$ cat config.mk
export PLATFORM = sky130hd
export DESIGN_NAME = pipeline_mem_lsu_flat
export DESIGN_NICKNAME = d
export VERILOG_FILES = /design/src/rtl/pipeline_mem_lsu_pkg.sv /design/src/rtl/pipeline_mem_lsu_if.sv /design/src/rtl/pipeline_mem_lsu_align.sv /design/src/rtl/pipeline_mem_lsu.sv /design/src/flat_wrapper.sv
export SDC_FILE = /design/constraint.sdc
export NUM_CORES = 1
export LEC_CHECK = 0
export BUFFER_PORTS_ARGS = -buffer_cell sky130_fd_sc_hd__buf_2
export CORE_ASPECT_RATIO = 1.25
export CORE_MARGIN = 8
export CORE_UTILIZATION = 30
export CTS_BUF_LIST = sky130_fd_sc_hd__clkbuf_4 sky130_fd_sc_hd__clkbuf_8
export CTS_CLUSTER_DIAMETER = 40
export DETAILED_ROUTE_END_ITERATION = 10
export MAX_ROUTING_LAYER = met4
export SYNTH_ARGS = -nofsm -noshare
export SYNTH_HDL_FRONTEND = slang
export SYNTH_SLANG_ARGS = --single-unit
export TNS_END_PERCENT = 20
$ cat constraint.sdc
create_clock -name clk -period 1.9 [get_ports clk]
set_input_delay 0.19 -clock clk [delete_from_list [all_inputs] [get_ports clk]]
set_output_delay 0.19 -clock clk [all_outputs]
set_load 0.005 [all_outputs]
$ cat src/rtl/pipeline_mem_lsu_pkg.sv
// Shared definitions for the memory-stage load/store unit: FSM states, access sizes,
// byte-enable patterns and small decode helpers.
package pipeline_mem_lsu_pkg;

  typedef enum logic [1:0] {StIdle, StReq, StResp, StDone} lsu_state_e;
  typedef enum logic [1:0] {SizeByte, SizeHalf, SizeWord} lsu_size_e;

  localparam logic [3:0] BeByte = 4'b0001;
  localparam logic [3:0] BeHalf = 4'b0011;
  localparam logic [3:0] BeWord = 4'b1111;

  // Byte select overrides half select.
  function automatic lsu_size_e decode_size(input logic half_sel, input logic byte_sel);
    if (byte_sel) return SizeByte;
    if (half_sel) return SizeHalf;
    return SizeWord;
  endfunction

  function automatic logic is_misaligned(input lsu_size_e size, input logic [1:0] off);
    unique case (size)
      SizeHalf: return off[0];
      SizeWord: return off != 2'b00;
      default:  return 1'b0;
    endcase
  endfunction

endpackage

$ cat src/rtl/pipeline_mem_lsu_if.sv
// Data bus between the load/store unit (master) and memory (slave): req/gnt/rvalid handshake.
interface pipeline_mem_lsu_if;
  logic        req;
  logic        we;
  logic [31:0] addr;
  logic [3:0]  be;
  logic [31:0] wdata;
  logic        gnt;
  logic        rvalid;
  logic [31:0] rdata;

  modport master (output req, we, addr, be, wdata, input gnt, rvalid, rdata);
  modport slave  (input req, we, addr, be, wdata, output gnt, rvalid, rdata);
endinterface

$ cat src/rtl/pipeline_mem_lsu_align.sv
// Combinational lane logic: byte enables, store-data replication, load lane select and extend.
module pipeline_mem_lsu_align
  import pipeline_mem_lsu_pkg::*;
(
  input  lsu_size_e   size_i,
  input  logic        sign_i,
  input  logic [1:0]  off_i,
  input  logic [31:0] wdata_i,
  input  logic [31:0] rdata_i,
  output logic [3:0]  be_o,
  output logic [31:0] wdata_o,
  output logic [31:0] rdata_o
);

  logic [7:0]  lane8;
  logic [15:0] lane16;

  always_comb begin
    be_o    = BeWord;
    wdata_o = wdata_i;
    rdata_o = rdata_i;
    lane8   = rdata_i[{off_i, 3'b000} +: 8];
    lane16  = rdata_i[{off_i[1], 4'b0000} +: 16];
    unique case (size_i)
      SizeByte: begin
        be_o    = BeByte << off_i;
        wdata_o = {4{wdata_i[7:0]}};
        rdata_o = {{24{sign_i & lane8[7]}}, lane8};
      end
      SizeHalf: begin
        be_o    = BeHalf << {off_i[1], 1'b0};
        wdata_o = {2{wdata_i[15:0]}};
        rdata_o = {{16{sign_i & lane16[15]}}, lane16};
      end
      default: ;
    endcase
  end

endmodule

$ cat src/rtl/pipeline_mem_lsu.sv
// Memory-stage load/store unit: captures the MEM-stage access, runs one bus transaction,
// stalls the pipeline meanwhile and reports misalignment and bus timeouts.
module pipeline_mem_lsu
  import pipeline_mem_lsu_pkg::*;
#(
  parameter int unsigned TIMEOUT_CYC = 64
) (
  input  logic                       clk,
  input  logic                       rst_n,
  input  logic                       mem_read_i,
  input  logic                       mem_write_i,
  input  logic                       half_i,
  input  logic                       byte_i,
  input  logic                       sign_i,
  input  logic [31:0]                addr_i,
  input  logic [31:0]                wdata_i,
  pipeline_mem_lsu_if.master         dbus,
  output logic                       stall_o,
  output logic [31:0]                load_data_o,
  output logic                       misalign_o,
  output logic                       bus_err_o
);

  localparam logic [7:0] TimeoutLast = 8'(TIMEOUT_CYC - 1);

  lsu_state_e  state_q, state_d;
  lsu_size_e   size_q, size_d, size_in;
  logic [31:0] addr_q, addr_d, wdata_q, wdata_d, load_data_q, load_data_d;
  logic        sign_q, sign_d, we_q, we_d, misalign_q, misalign_d, bus_err_q, bus_err_d;
  logic [7:0]  cnt_q, cnt_d;
  logic        op_valid, timeout, req;
  logic [3:0]  be;
  logic [31:0] wdata_lane, rdata_ext;

  assign op_valid = mem_read_i | mem_write_i;
  assign size_in  = decode_size(half_i, byte_i);
  assign timeout  = cnt_q == TimeoutLast;

  pipeline_mem_lsu_align u_align (
    .size_i  (size_q),
    .sign_i  (sign_q),
    .off_i   (addr_q[1:0]),
    .wdata_i (wdata_q),
    .rdata_i (dbus.rdata),
    .be_o    (be),
    .wdata_o (wdata_lane),
    .rdata_o (rdata_ext)
  );

  always_comb begin
    state_d     = state_q;
    size_d      = size_q;
    addr_d      = addr_q;
    wdata_d     = wdata_q;
    sign_d      = sign_q;
    we_d        = we_q;
    cnt_d       = cnt_q;
    load_data_d = load_data_q;
    misalign_d  = 1'b0;
    bus_err_d   = 1'b0;
    unique case (state_q)
      StIdle: begin
        if (op_valid) begin
          size_d  = size_in;
          addr_d  = addr_i;
          wdata_d = wdata_i;
          sign_d  = sign_i;
          we_d    = mem_write_i;
          if (is_misaligned(size_in, addr_i[1:0])) begin
            state_d    = StDone;
            misalign_d = 1'b1;
          end else begin
            state_d = StReq;
            cnt_d   = '0;
          end
        end
      end
      StReq, StResp: begin
        cnt_d = cnt_q + 8'd1;
        if (state_q == StReq && dbus.gnt) begin
          state_d = we_q ? StDone : StResp;
        end else if (state_q == StResp && dbus.rvalid) begin
          state_d     = StDone;
          load_data_d = rdata_ext;
        end else if (timeout) begin
          state_d   = StDone;
          bus_err_d = 1'b1;
          if (!we_q) load_data_d = '0;
        end
      end
      default: state_d = StIdle;
    endcase
  end

  always_ff @(posedge clk or negedge rst_n) begin
    if (!rst_n) begin
      state_q     <= StIdle;
      size_q      <= SizeByte;
      addr_q      <= '0;
      wdata_q     <= '0;
      sign_q      <= 1'b0;
      we_q        <= 1'b0;
      cnt_q       <= '0;
      load_data_q <= '0;
      misalign_q  <= 1'b0;
      bus_err_q   <= 1'b0;
    end else begin
      state_q     <= state_d;
      size_q      <= size_d;
      addr_q      <= addr_d;
      wdata_q     <= wdata_d;
      sign_q      <= sign_d;
      we_q        <= we_d;
      cnt_q       <= cnt_d;
      load_data_q <= load_data_d;
      misalign_q  <= misalign_d;
      bus_err_q   <= bus_err_d;
    end
  end

  // Payload is driven only while requesting so the bus idles at zero.
  assign req        = state_q == StReq;
  assign dbus.req   = req;
  assign dbus.we    = req & we_q;
  assign dbus.addr  = req ? {addr_q[31:2], 2'b00} : '0;
  assign dbus.be    = req ? be : '0;
  assign dbus.wdata = req ? wdata_lane : '0;

  // Gated by rst_n so a held-over op cannot keep the pipeline frozen during reset.
  assign stall_o = rst_n & ((state_q == StIdle & op_valid) | state_q == StReq |
                            state_q == StResp);
  assign load_data_o = load_data_q;
  assign misalign_o  = misalign_q;
  assign bus_err_o   = bus_err_q;

endmodule

$ cat src/flat_wrapper.sv
// flat-port wrapper written by rule: the top's interface ports become plain ports
module pipeline_mem_lsu_flat import pipeline_mem_lsu_pkg::*;
#(
  parameter int unsigned TIMEOUT_CYC = 64
)
  (clk, rst_n, mem_read_i, mem_write_i, half_i, byte_i, sign_i, addr_i, wdata_i, stall_o, load_data_o, misalign_o, bus_err_o, dbus_req, dbus_we, dbus_addr, dbus_be, dbus_wdata, dbus_gnt, dbus_rvalid, dbus_rdata);
  pipeline_mem_lsu_if dbus_i ();
  input  logic clk;
  input  logic rst_n;
  input  logic mem_read_i;
  input  logic mem_write_i;
  input  logic half_i;
  input  logic byte_i;
  input  logic sign_i;
  input  logic [31:0] addr_i;
  input  logic [31:0] wdata_i;
  output logic stall_o;
  output logic [31:0] load_data_o;
  output logic misalign_o;
  output logic bus_err_o;
  output wire logic [$bits(dbus_i.req)-1:0] dbus_req;
  output wire logic [$bits(dbus_i.we)-1:0] dbus_we;
  output wire logic [$bits(dbus_i.addr)-1:0] dbus_addr;
  output wire logic [$bits(dbus_i.be)-1:0] dbus_be;
  output wire logic [$bits(dbus_i.wdata)-1:0] dbus_wdata;
  input wire logic [$bits(dbus_i.gnt)-1:0] dbus_gnt;
  input wire logic [$bits(dbus_i.rvalid)-1:0] dbus_rvalid;
  input wire logic [$bits(dbus_i.rdata)-1:0] dbus_rdata;
  assign dbus_req = dbus_i.req;
  assign dbus_we = dbus_i.we;
  assign dbus_addr = dbus_i.addr;
  assign dbus_be = dbus_i.be;
  assign dbus_wdata = dbus_i.wdata;
  assign dbus_i.gnt = dbus_gnt;
  assign dbus_i.rvalid = dbus_rvalid;
  assign dbus_i.rdata = dbus_rdata;
  pipeline_mem_lsu #(.TIMEOUT_CYC(TIMEOUT_CYC)) u_core (.clk(clk), .rst_n(rst_n), .mem_read_i(mem_read_i), .mem_write_i(mem_write_i), .half_i(half_i), .byte_i(byte_i), .sign_i(sign_i), .addr_i(addr_i), .wdata_i(wdata_i), .dbus(dbus_i), .stall_o(stall_o), .load_data_o(load_data_o), .misalign_o(misalign_o), .bus_err_o(bus_err_o));
endmodule
==> summary.md <==
| Metric | Value |
|---|---|
| Run status | `completed` |
| Post-synth ARST share | `between 90% and 100%` |
| Max IR drop VDD | `0.577 mV` |
| Synthesized area | `5830 sq um` |
| Multi-input logic area | `2970 sq um` |
| PD cells | `1590 nW/um^2` |
| Clk root buf | `clkbuf_8` |
| # clock sinks | `112` |
| DR WL/cell | `19.2 um` |
| Post-Place Worst Slack | `-0.159 ns` |
| CORE AREA | `19300 sq um` |
| Sum Neg Setup Slack | `0 ns` |
| Vias in the first global route | `between 5000 and 6000` |
| Area contributors post-synth | `dfrtp_1 (48%), mux2_2 (14%), and2_1 (4.4%)` |
| DR DRC count | `0` |
| Crit end category | `output pin` |
| Leading cell type by number of instances after synthesis | `dfrtp_1` |
| Synthesis warning total | `0` |
| Mapped Cells | `504` |
| First-pass GRT wire length | `30200 um` |
| DR vias/cell | `5.01` |
| Crit path kind | `register to output pin` |
| Pin count of the biggest net entering global routing | `113` |
| GRT Residual Overflow | `0` |
| Clk slew on worst S/H paths | `0.10 ns` |
| Largest driver fanout on the critical path | `6` |
| Total number of vias | `5007` |
| Post-synth cell types | `51` |
| WL final | `about 19000 um` |
| Max Cap Violations | `0` |
| Final ANT Viol Nets | `0` |
| Initial DRC Count | `237` |
| H-tree levels | `3` |
| DP HPWL | `13300 um` |
| Global-route usage over all layers | `16.4%` |
| Routability cong. | `between 0.8 and 0.9` |
| Clk_lat worst skew | `~0.38 ns` |
| Crit start category | `register` |
| Share of cells above drive strength 1 | `49.9%` |
| Fin. Hold Viols | `0` |
| Lkg Pwr | `around 0.0040 uW` |
| Period utilization | `98.8%` |
| P&R area growth vs syn | `39.0%` |
| Setup ws final | `between 0.02 and 0.025 ns` |
| Yosys top cell area share | `about 48%` |
| Crit path DAT | `1.69 ns` |
| Drt first pass iters | `4` |
| Post-synthesis sequential area ratio | `between 40% and 50%` |
| RSZ-0062 raised after global routing | `true` |
| Hold Crit Class | `primary input to register` |
| Top cell type by total area after synthesis | `dfrtp_1` |
| CTS tree | `done` |
| Final Skew | `0.0119 ns` |
| Placed Area | `7220 sq um` |
| Fill count | `1843` |
| Die Y-Extent | `about 170 um` |
| Post-route cell area | `8100 sq um` |
| Finish-stage setup viols | `0` |
| # rows | `57` |
| Final Util | `42.1%` |
| Fin. max-slew vios | `0` |
| Fmax | `532 MHz` |
| CTS Buf Count | `9` |
| Critical Path RT | `1.71 ns` |
| Design Power | `approximately 13000 uW` |
| DIE AREA | `around 24000 sq um` |
| Starting Density | `approximately 30%` |
| Post-synth top flop | `dfrtp_1` |
| Chip Width | `141 um` |
| Initial antenna violation count | `1` |
| Clock buffer depth | `2` |
| Final min period | `1.88 ns` |
| Slew headroom | `56.9%` |
| PortBufs | `between 200 and 250` |
| Slew @ Worst Pin | `0.647 ns` |
| Synth top cells by count | `dfrtp_1 (112), mux2_2 (74), and2_1 (41)` |
| Final nets | `868` |
| I/O pins | `210` |
| Mean area per synthesized cell | `11.6 sq um` |
| R2R setup slack | `0.03 ns` |
| Post-synth EDFFs | `0` |
| Synth Register Bits | `112` |
| Sequential cell area | `2810 sq um` |
-- power breakdown --
group | switching [uW] | internal, uW
logic | 3430 | 3850
registers | 751 | 3500
clock network | 872 | 499
-- logic make-up (layout without fill, tap and decap cells) --
group           Yosys count  in the layout  share of synthesized area [%]
fa+ha+maj                 5              5                           1.07
simple gates            128            128                           12.4
flops                   112            112                           48.1
compound gates          112            114                           15.4
other cells               1              3                         0.0644
mux                      99             99                           18.8
buf+inv                  47            302                           4.12
-- critical path, stage by stage (launching register included) --
cell and delay (ns):
dfrtp_2 0.46, ha_4 0.19, buf_12 0.15, nor2_2 0.17
a21boi_2 0.08, buf_4 0.15, buf_2 0.12
-- registers in the layout, indices dropped and copies added (netlist names) --
register            flops
u_core.addr_q          32
u_core.load_data_o     32
u_core.wdata_q         32
u_core.cnt_q            8
u_core.size_q           2
u_core.state_q          2
u_core.bus_err_o        1
u_core.misalign_o       1
u_core.sign_q           1
u_core.we_q             1
-- per-layer routing --
metal / track usage (%) / up-vias / part of all wire, % / wire, um
met5: - / - / 0 / 0
met3: 4.33 / 11 / 6.6 / 1270
met1: 19.0 / 2462 / 42 / 8120
met2: 27.7 / 186 / 50 / 9640
li1: - / 2348 / - / -
met4: 4.35 / 0 / 0.98 / 189
-- timing repair --
action                                  in CTS  in global routing
hold buffers                                30                  0
setup buffers                                6                  7
pin swaps                                    2                  5
endpoints found under the hold margin      141                  0
cloned                                       5                  0
gates resized for setup                     28                 31
endpoints found under the setup margin      82                 45
-- final timing paths --
kind / endpoint / depth (start not counted) / startpoint
max in group asynchronous: u_core.addr_q[4] / 3 / rst_n
hold reg to reg: u_core.load_data_o[14] / 1 / u_core.load_data_o[14]
hold / removal: u_core.size_q[1] / 2 / byte_i
min in group asynchronous: u_core.load_data_o[30] / 3 / rst_n
setup reg to reg: u_core.load_data_o[7] / 8 / u_core.state_q[0]
setup / recovery: stall_o / 6 / u_core.state_q[0]
-- cells in the final DEF (no fill, tap or decap), drive strengths merged, types with 8 or more instances in the layout --
cell	count
o2bb2ai	9
a221o	17
nor2	10
and2	41
o211a	8
o22ai	8
nor2b	13
a21boi	10
dlygate4sd3	30
nand2	39
o21ai	20
mux2	74
mux2i	24
a221oi	14
buf	250
clkbuf	10
dfrtp	112
-- stage by stage --
stage | std cells | hold WS, ns
2_1_floorplan | 505 | -0.106
6_report | 999 | 0.0358
4_1_cts | 991 | 0.000407
3_5_place_dp | 935 | 0.390
5_1_grt | 999 | 0.00495
3_3_place_gp | 935 | 0.388
-- area by class of cell --
cell class | instances | area share [%]
Clock buffer | 10 | 1.62
Sequential cell | 112 | 34.7
Antenna cell | 1 | 0.0309
Multi-Input combinational cell | 348 | 36.6
Timing Repair Buffer | 280 | 22.6
Clock inverter | 5 | 0.525
Inverter | 7 | 0.324
Tap cell | 236 | 3.65
Power figures use the tool's default switching activity.
